$ cat config.mk
export PLATFORM = sky130hd
export DESIGN_NAME = inst_load_rx
export DESIGN_NICKNAME = d
export VERILOG_FILES = /design/src/rtl/inst_load_rx.sv
export SDC_FILE = /design/constraint.sdc
export NUM_CORES = 2
export LEC_CHECK = 0
export CORE_MARGIN = 2
export CORE_UTILIZATION = 53
export CTS_CLUSTER_DIAMETER = 120
export DETAILED_ROUTE_END_ITERATION = 8
export PLACE_DENSITY = 0.81
export SETUP_SLACK_MARGIN = 0.5
export SYNTH_ARGS = -nofsm -noshare
export SYNTH_HDL_FRONTEND = slang
export SYNTH_SLANG_ARGS = --single-unit
$ cat constraint.sdc
create_clock -name clk -period 8.8 [get_ports clk]
set_input_delay 1.76 -clock clk [delete_from_list [all_inputs] [get_ports clk]]
set_output_delay 1.76 -clock clk [all_outputs]
set_load 0.005 [all_outputs]
$ cat src/rtl/inst_load_rx.sv
// Program-load receiver: captures loader-streamed instruction words into local RAM,
// tracks program length and out-of-range writes, then serves a 1-cycle fetch port.
module inst_load_rx #(
  parameter int unsigned ADDR_W = 12,
  parameter int unsigned DATA_W = 16,
  parameter int unsigned DEPTH  = 256
) (
  input  logic              clk,
  input  logic              rst,
  input  logic              ap_start,
  input  logic [ADDR_W-1:0] user_inst_addr,
  input  logic [DATA_W-1:0] user_inst_write,
  input  logic              fetch_en,
  input  logic [ADDR_W-1:0] fetch_addr,
  output logic [DATA_W-1:0] fetch_inst,
  output logic              fetch_valid,
  output logic              load_busy,
  output logic              load_done,
  output logic [ADDR_W:0]   prog_len,
  output logic              addr_err
);

  localparam int unsigned IDX_W = (DEPTH > 1) ? $clog2(DEPTH) : 1;
  localparam logic [ADDR_W:0] DEPTH_W = (ADDR_W+1)'(DEPTH);

  typedef enum logic [1:0] {
    IDLE  = 2'd0,
    LOAD  = 2'd1,
    READY = 2'd2
  } state_t;

  state_t              state_q, state_d;
  logic [DATA_W-1:0]   fetch_inst_q, fetch_inst_d;
  logic                fetch_valid_q, fetch_valid_d;
  logic                load_busy_q, load_done_q;
  logic [ADDR_W:0]     prog_len_q, prog_len_d;
  logic                addr_err_q, addr_err_d;
  logic                wr_en;

  logic [DATA_W-1:0]   mem [DEPTH];

  logic [ADDR_W:0]     wr_addr_ext;
  logic [ADDR_W:0]     wr_addr_plus1;
  logic                wr_in_range;
  logic                fetch_in_range;

  assign wr_addr_ext    = {1'b0, user_inst_addr};
  assign wr_addr_plus1  = wr_addr_ext + {{ADDR_W{1'b0}}, 1'b1};
  assign wr_in_range    = wr_addr_ext < DEPTH_W;
  // prog_len never exceeds DEPTH, so this also guarantees a legal RAM index
  assign fetch_in_range = {1'b0, fetch_addr} < prog_len_q;

  always_comb begin
    state_d       = state_q;
    prog_len_d    = prog_len_q;
    addr_err_d    = addr_err_q;
    fetch_valid_d = 1'b0;
    fetch_inst_d  = fetch_inst_q;
    wr_en         = 1'b0;

    case (state_q)
      IDLE, READY: begin
        if (ap_start) begin
          state_d    = LOAD;
          wr_en      = wr_in_range;
          prog_len_d = wr_in_range ? wr_addr_plus1 : '0;
          addr_err_d = !wr_in_range;
        end else if (state_q == READY && fetch_en) begin
          fetch_valid_d = 1'b1;
          fetch_inst_d  = fetch_in_range ? mem[fetch_addr[IDX_W-1:0]] : '0;
        end
      end
      LOAD: begin
        if (ap_start) begin
          wr_en = wr_in_range;
          if (!wr_in_range) begin
            addr_err_d = 1'b1;
          end else if (wr_addr_plus1 > prog_len_q) begin
            prog_len_d = wr_addr_plus1;
          end
        end else begin
          state_d = READY;
        end
      end
      default: state_d = IDLE;
    endcase
  end

  always_ff @(posedge clk) begin
    if (rst) begin
      state_q       <= IDLE;
      fetch_inst_q  <= '0;
      fetch_valid_q <= 1'b0;
      load_busy_q   <= 1'b0;
      load_done_q   <= 1'b0;
      prog_len_q    <= '0;
      addr_err_q    <= 1'b0;
    end else begin
      state_q       <= state_d;
      fetch_inst_q  <= fetch_inst_d;
      fetch_valid_q <= fetch_valid_d;
      load_busy_q   <= (state_d == LOAD);
      load_done_q   <= (state_d == READY);
      prog_len_q    <= prog_len_d;
      addr_err_q    <= addr_err_d;
    end
  end

  always_ff @(posedge clk) begin
    if (!rst && wr_en) begin
      mem[user_inst_addr[IDX_W-1:0]] <= user_inst_write;
    end
  end

  assign fetch_inst  = fetch_inst_q;
  assign fetch_valid = fetch_valid_q;
  assign load_busy   = load_busy_q;
  assign load_done   = load_done_q;
  assign prog_len    = prog_len_q;
  assign addr_err    = addr_err_q;

endmodule

# Word-level counts from Yosys, hierarchy flattened
# Memory sizes are Yosys's and may differ from the RTL's.
# Cells that the tools add are included.
# Widths: inputs -> output; s select.
totals:
  regBits: 35
  ram_bits: 4096
  output_inout_bits: 33
  n_memories: 1
memory_table:
  columns: ["name", "depth", "width", "read_ports", "rd_ports_with_merged_regs", "write_ports", "line", "source"]
  rows:
  - ["mem", 256, 16, 1, 0, 1, "40", "logic [DATA_W-1:0] mem [DEPTH];"]
classes:
  add_sub_neg: 1
  magnitude_cmp: 3
  eq_ne: 9
  n_mux: 19
  bitwise_logic: 2
  n_reduce_logical: 12
op_table:
  columns: ["operator", "n"]
  rows:
  - ["$mux 13", 5]
  - ["$pmux 13 s2", 1]
  - ["$mux 16", 1]
  - ["$add 12x1->13 const B", 1]
  - ["$gt 13x13->1", 1]
  - ["$lt 12x13->1", 1]
  - ["$lt 12x9->1 const B", 1]
  - ["$ne 2x2->1 const B", 5]
  - ["$mux 1", 8]
  - ["$reduce_or 3->1", 2]
  - ["$reduce_and 5->1", 1]
  - ["$eq 2x1->1 const B", 2]
  - ["$eq 2x2->1 const B", 2]
  - ["$mux 2", 2]
  - ["$pmux 2 s2", 1]
  - ["$reduce_and 4->1", 1]
  - ["$reduce_and 3->1", 1]
  - ["$logic_and 1x1->1", 2]
  - ["$logic_not 1->1", 2]
  - ["$logic_not 2->1", 1]
  - ["$not 1->1", 2]
  - ["$pmux 1 s2", 1]
  - ["$reduce_bool 2->1", 1]
  - ["$reduce_or 2->1", 1]

# Logic depth before layout (Yosys ltp)
depth:
  ltp_word: 6
  depth_mapped: 15
  mapped_depth_nobuf: 13

# Worst setup path after synthesis
# No wires, ideal clock.
synth_timing:
  kind: "input -> register"
  from: "in user_inst_addr[9]"
  to: "mem mem[223][0] (enable)"
  setup_time_ps: 413
  arrival_time_ps: 4201
  required_ps: 8387
  slack_ps: 4186
  path_stages: 5
  cell_sequence: "or4_1 nand2b_1 nor2_1 nand3_1 nor3b_1"
synth_between:
  elab_chain_cells: 6
synth_rtl:
  columns: ["element", "line", "source"]
  rows:
  - ["from (decl)", "11", "input logic [ADDR_W-1:0] user_inst_addr,"]
  - ["$lt 12x9->1", "49", "assign wr_in_range = wr_addr_ext < DEPTH_W;"]
  - ["$mux 1", "63, 74", null]
  - ["$mux 1", null, null]
  - ["$logic_and 1x1->1", "110", "if (!rst && wr_en) begin"]
  - ["$mux 1", "110", null]
  - ["$mux 1 (not written as such)", "111", "mem[user_inst_addr[IDX_W-1:0]] <= user_inst_write;"]
  - ["to (decl)", "40", null]
# No other way between the ends.

# Final worst setup path
layout_timing:
  from: "in fetch_addr[0]"
  to: "reg fetch_inst_q[1] (netlist: fetch_inst[1])"
layout_between:
  elab_chain_cells: 2
layout_rtl:
  columns: ["element", "line", "source"]
  rows:
  - ["from (decl)", "14", "input logic [ADDR_W-1:0] fetch_addr,"]
  - ["$mem_v2 256x16 or $lt 12x13->1 (tied branches)", null, null]
  - ["$mux 16 (*)", "70", "fetch_inst_d = fetch_in_range ? mem[fetch_addr[IDX_W-1:0]] : '0;"]
  - ["to (signal assigned)", "100", "fetch_inst_q <= fetch_inst_d;"]
  - ["to (decl)", "33", "logic [DATA_W-1:0] fetch_inst_q, fetch_inst_d;"]
# Mark *: on every way between the ends. The rest lies on a longest branch, timed or not.
# A chain may end at the register's enable or synchronous reset.

==> metrics.md <==
| Metric | Value |
|---|---|
| Status | finished, violations left |
| Violated checks | max-capacitance violations, max-slew violations |
| WL met1 | 139000 um |
| Proportion of netlist area held by the largest area contributor | 77.3% |
| Period utilization | ~65% |
| Overflow left after global routing | 0 |
| Minimum clock period | 5.69 ns |
| Worst rel slew slack | -0.192% |
| Post-Synth Simple-Gate Area | between 1.5 and 2% |
| Mapped Cells | 7155 |
| TritonCTS clock tree | yes |
| Number of synthesized flops with an enable pin | 4096 |
| Cell chosen for the clock root | sky130_fd_sc_hd__clkbuf_16 |
| Setup repair after global routing missed its margin | false |
| Number of buffers added by the clock tree synthesis step | 392 |
| Synthesis-stage register bit count | 4131 |
| DRC violation total after the first TritonRoute iteration | 14100 |
| Relative area change from synthesis to final layout | 12.6% |
| Critical-path cell list | buf_16, buf_12, buf_4, mux4_2, mux2i_1, a21oi_1, o21ai_1, o21ai_0, a2111oi_0, a21oi_1 |
| PnR worst setup slack | 3.11 ns |
| DP HPWL | 231000 um |
| WL met2 | 203000 um |
| Top routing layer in use | met5 |
| Post-synthesis mux area share | approximately 17% |
| Maximum clock rate | 0.176 GHz |
| Xor/xnor cell area share of the yosys netlist | 0.0605% |
| Post-Syn Area per Cell | 22.2 um2 |
| Overall routed net length | around 430000 um |
| Die outline width | 552 um |
| Peak supply drop | 0.000176 V |
| Worst EP arrival | 6.43 ns |
| Critical Setup Path Class | input pin to flip-flop |
| Antenna violations before repair | 29 |
| Full die area | 0.305 mm2 |
| Proportion of register bits with asynchronous set or reset after synthesis | 0% |
| List of most frequent post-synthesis cells | sky130_fd_sc_hd__edfxtp_1, sky130_fd_sc_hd__mux4_2, sky130_fd_sc_hd__nor2_1, sky130_fd_sc_hd__mux2i_1, sky130_fd_sc_hd__clkbuf_1 |
| Post-CTS Setup Bufs | 0 |
| Post-synthesis sequential area ratio | 77.7% |
| Share of synthesized cell area in full adder, half adder and majority cells | 0.220% |
| Wire length on met3 | 58700 um |
| Critical Path Sink Type | flip-flop |
| I/O pins | 77 |
| Cts-stage hold buffer count | 0 |
| Leakage dissipation | between 50 and 60 nW |
| Worst-path cell with the longest stage delay | sky130_fd_sc_hd__a2111oi_0 |
| Max-slew violation count | 1 |
| Critical Path Start Type | input pin |
| Initial core utilization | 53.2% |
| DR DRC count | 0 |
| Slowest stage delay, CP | 1.11 ns |
| Number of hold violations in the final report | 0 |
| Worst path top cell family by delay | compound AO/OA/AOI/OAI gates |
| Most used cell along the critical path | sky130_fd_sc_hd__a21oi_1 |
| Share of layout cells above drive strength 1 | 26.8% |
| Std-Cell Core Area | 0.299 mm2 |
| Largest cells by area after synthesis | sky130_fd_sc_hd__edfxtp_1, sky130_fd_sc_hd__mux4_2, sky130_fd_sc_hd__mux2i_1 |
| Worst Path Max Fanout | 65 |
| Yosys warns | 0 |
| Slew at the pin closest to its max-slew limit | 1.48 ns |
| Total number of vias | 81600 |
| Tightest Hold Check Type | flip-flop to flip-flop |
| Layout Cells excl Fill | ~12000 |
| Netlist Area Pre-Place | 0.159 mm2 |
| Max Cap Violations | 1 |
| Complex-gate fraction of the synthesized area | 2.53% |
| Largest buffer count on any clock path | 4 |
| Pre-CTS worst setup slack | ~2.4 ns |
| Number of rows created at floorplan | between 200 and 250 |
| Clock sink count | around 4100 |
| Predominant post-synthesis flop cell | sky130_fd_sc_hd__edfxtp_1 |
| Floorplan die height | between 500 and 600 um |
| Aggregate negative setup slack | 0 ns |
| Number of instances in the placed design | 11200 |
| Nets in the synthesized netlist | 7227 |
| Global router's overall resource usage | between 20% and 30% |
| Post-synth cell types | 64 |
| PostCTS Resize Cnt | 0 |
| Power per Cell Area | between 200 and 250 mW/mm2 |
| Post-route clock skew | 0.0551 ns |
| Vias/cell | 6.85 |
| Yosys top cell by area | sky130_fd_sc_hd__edfxtp_1 |
| WP buf/inv | 3 |
| Average wire per standard cell | 35.9 um |
| Largest net degree at the start of global routing | 161 |
| TritonRoute pass-1 iters | 9 |
| Final setup fails | 0 |
| Clock slew seen by the registers of the worst setup and hold paths | roughly 0.06 ns |
| Clock network latency to the later pin of the worst-skew pair | roughly 0.93 ns |
| Required time worst endpoint | between 9 and 10 ns |
| Largest family of logic cells by synthesized area | multiplexers |
| Global-route wire length before repair | 607000 um |
| Final Net Count | 7697 |
| Routability-driven placement congestion ratio | 0.914 |
| Post-route antenna net violation count | 0 |
| Level count of the clock H-tree | 5 |
| Quantity of I/O buffers inserted on ports | 76 |
| Most frequently used cell type in the post-synthesis netlist | sky130_fd_sc_hd__edfxtp_1 |
| Via count of the first global-routing pass | 82100 |
==> worst register-to-register path, stage by stage, from the launching register on <==
cell                       delay [ns]
sky130_fd_sc_hd__dfxtp_1         0.39
sky130_fd_sc_hd__a21oi_1         0.23
sky130_fd_sc_hd__nand2b_1        0.27
sky130_fd_sc_hd__nor3b_2         0.76
sky130_fd_sc_hd__nand3_1         0.91
sky130_fd_sc_hd__nor2_1          0.91
sky130_fd_sc_hd__buf_4           0.30
==> stage by stage <==
step	hold WS [ns]	util [%]	power, mW	area (um2)
2_1_floorplan	0.471	-	23.0	159000
3_3_place_gp	0.474	55.6	23.9	166000
3_5_place_dp	0.479	55.6	23.9	166000
4_1_cts	0.487	59.9	40.6	179000
5_1_grt	0.519	59.9	41.4	179000
6_report	0.492	59.9	40.6	179000
==> cells by family (layout without fill, tap and decap cells) <==
family          Yosys count  count (layout)
compound gates          614             614
xor+xnor                 11              11
fa+ha+maj                28              28
buf+inv                 431            1221
flops                  4131            4131
mux                    1351            1351
other cells               0              13
simple gates            589             589
==> state kept, by name (all words and copies together) (netlist names) <==
| register | cells |
|---|---|
| prog_len | 13 |
| load_busy | 1 |
| mem | 4096 |
| state_q | 2 |
| addr_err | 1 |
| fetch_valid | 1 |
| fetch_inst | 16 |
| load_done | 1 |
==> worst paths after layout <==
kind / slack [ns] / endpoint / depth (start not counted) / start
worst min-delay path: 0.49 / fetch_inst[3]$_SDFFE_PP0P_ / 2 / fetch_inst[3]$_SDFFE_PP0P_
worst min register to register: 0.49 / fetch_inst[3]$_SDFFE_PP0P_ / 2 / fetch_inst[3]$_SDFFE_PP0P_
worst max-delay path: 3.11 / fetch_inst[1]$_SDFFE_PP0P_ / 10 / fetch_addr[0]
worst max register to register: 4.74 / mem[182][7]$_DFFE_PP_ / 6 / state_q[1]$_SDFF_PP0_
==> area by class of cell <==
class                   instances  area (um2)
clock inverters               244        2470
inverters                      19        71.3
diodes                         13        32.5
fillers                     19000      120000
well taps                    3958        4950
repair buffers                488        4260
clock buffers                 470       10400
flip-flops and latches       4131      124000
multi-input cells            2593       33400
==> placed cells by master, fill, tap and decap left out, types with 22 or more instances in the layout <==
cell                              instances
sky130_fd_sc_hd__o22ai_1                 22
sky130_fd_sc_hd__o22a_1                  28
sky130_fd_sc_hd__ha_1                    28
sky130_fd_sc_hd__mux4_2                1020
sky130_fd_sc_hd__dfxtp_1                 35
sky130_fd_sc_hd__clkdlybuf4s50_1         53
sky130_fd_sc_hd__nand2_1                155
sky130_fd_sc_hd__clkinv_2                73
sky130_fd_sc_hd__mux2_2                  75
sky130_fd_sc_hd__clkbuf_1                61
sky130_fd_sc_hd__o21ai_0                178
sky130_fd_sc_hd__edfxtp_1              4096
sky130_fd_sc_hd__nor2_1                 316
sky130_fd_sc_hd__buf_4                  387
sky130_fd_sc_hd__a21oi_1                130
sky130_fd_sc_hd__mux2i_1                256
sky130_fd_sc_hd__a221oi_1                43
sky130_fd_sc_hd__clkbuf_16              402
sky130_fd_sc_hd__bufinv_16               43
sky130_fd_sc_hd__o21ai_1                 32
sky130_fd_sc_hd__clkinv_1                86
sky130_fd_sc_hd__buf_12                  25
sky130_fd_sc_hd__nand3_1                 30
sky130_fd_sc_hd__o221ai_1                44
==> power breakdown <==
group / internal, mW / switching [mW] / leakage, nW / total (mW)
Combinational: 0.642 / 1.32 / 12.8 / 1.96
Clock: 9.70 / 7.34 / 6.26 / 17.0
Sequential: 21.6 / 0.00267 / 37.1 / 21.6
Total: 32.0 / 8.66 / 56.1 / 40.6
==> layer usage <==
metal | vias to the layer above | GRT usage [%]
met5 | - | 0
met4 | 32 | 14.7
met3 | 1309 | 7.06
met2 | 7400 | 44.1
met1 | 41700 | 36.5
li1 | 31200 | -
Power figures use the tool's default switching activity.
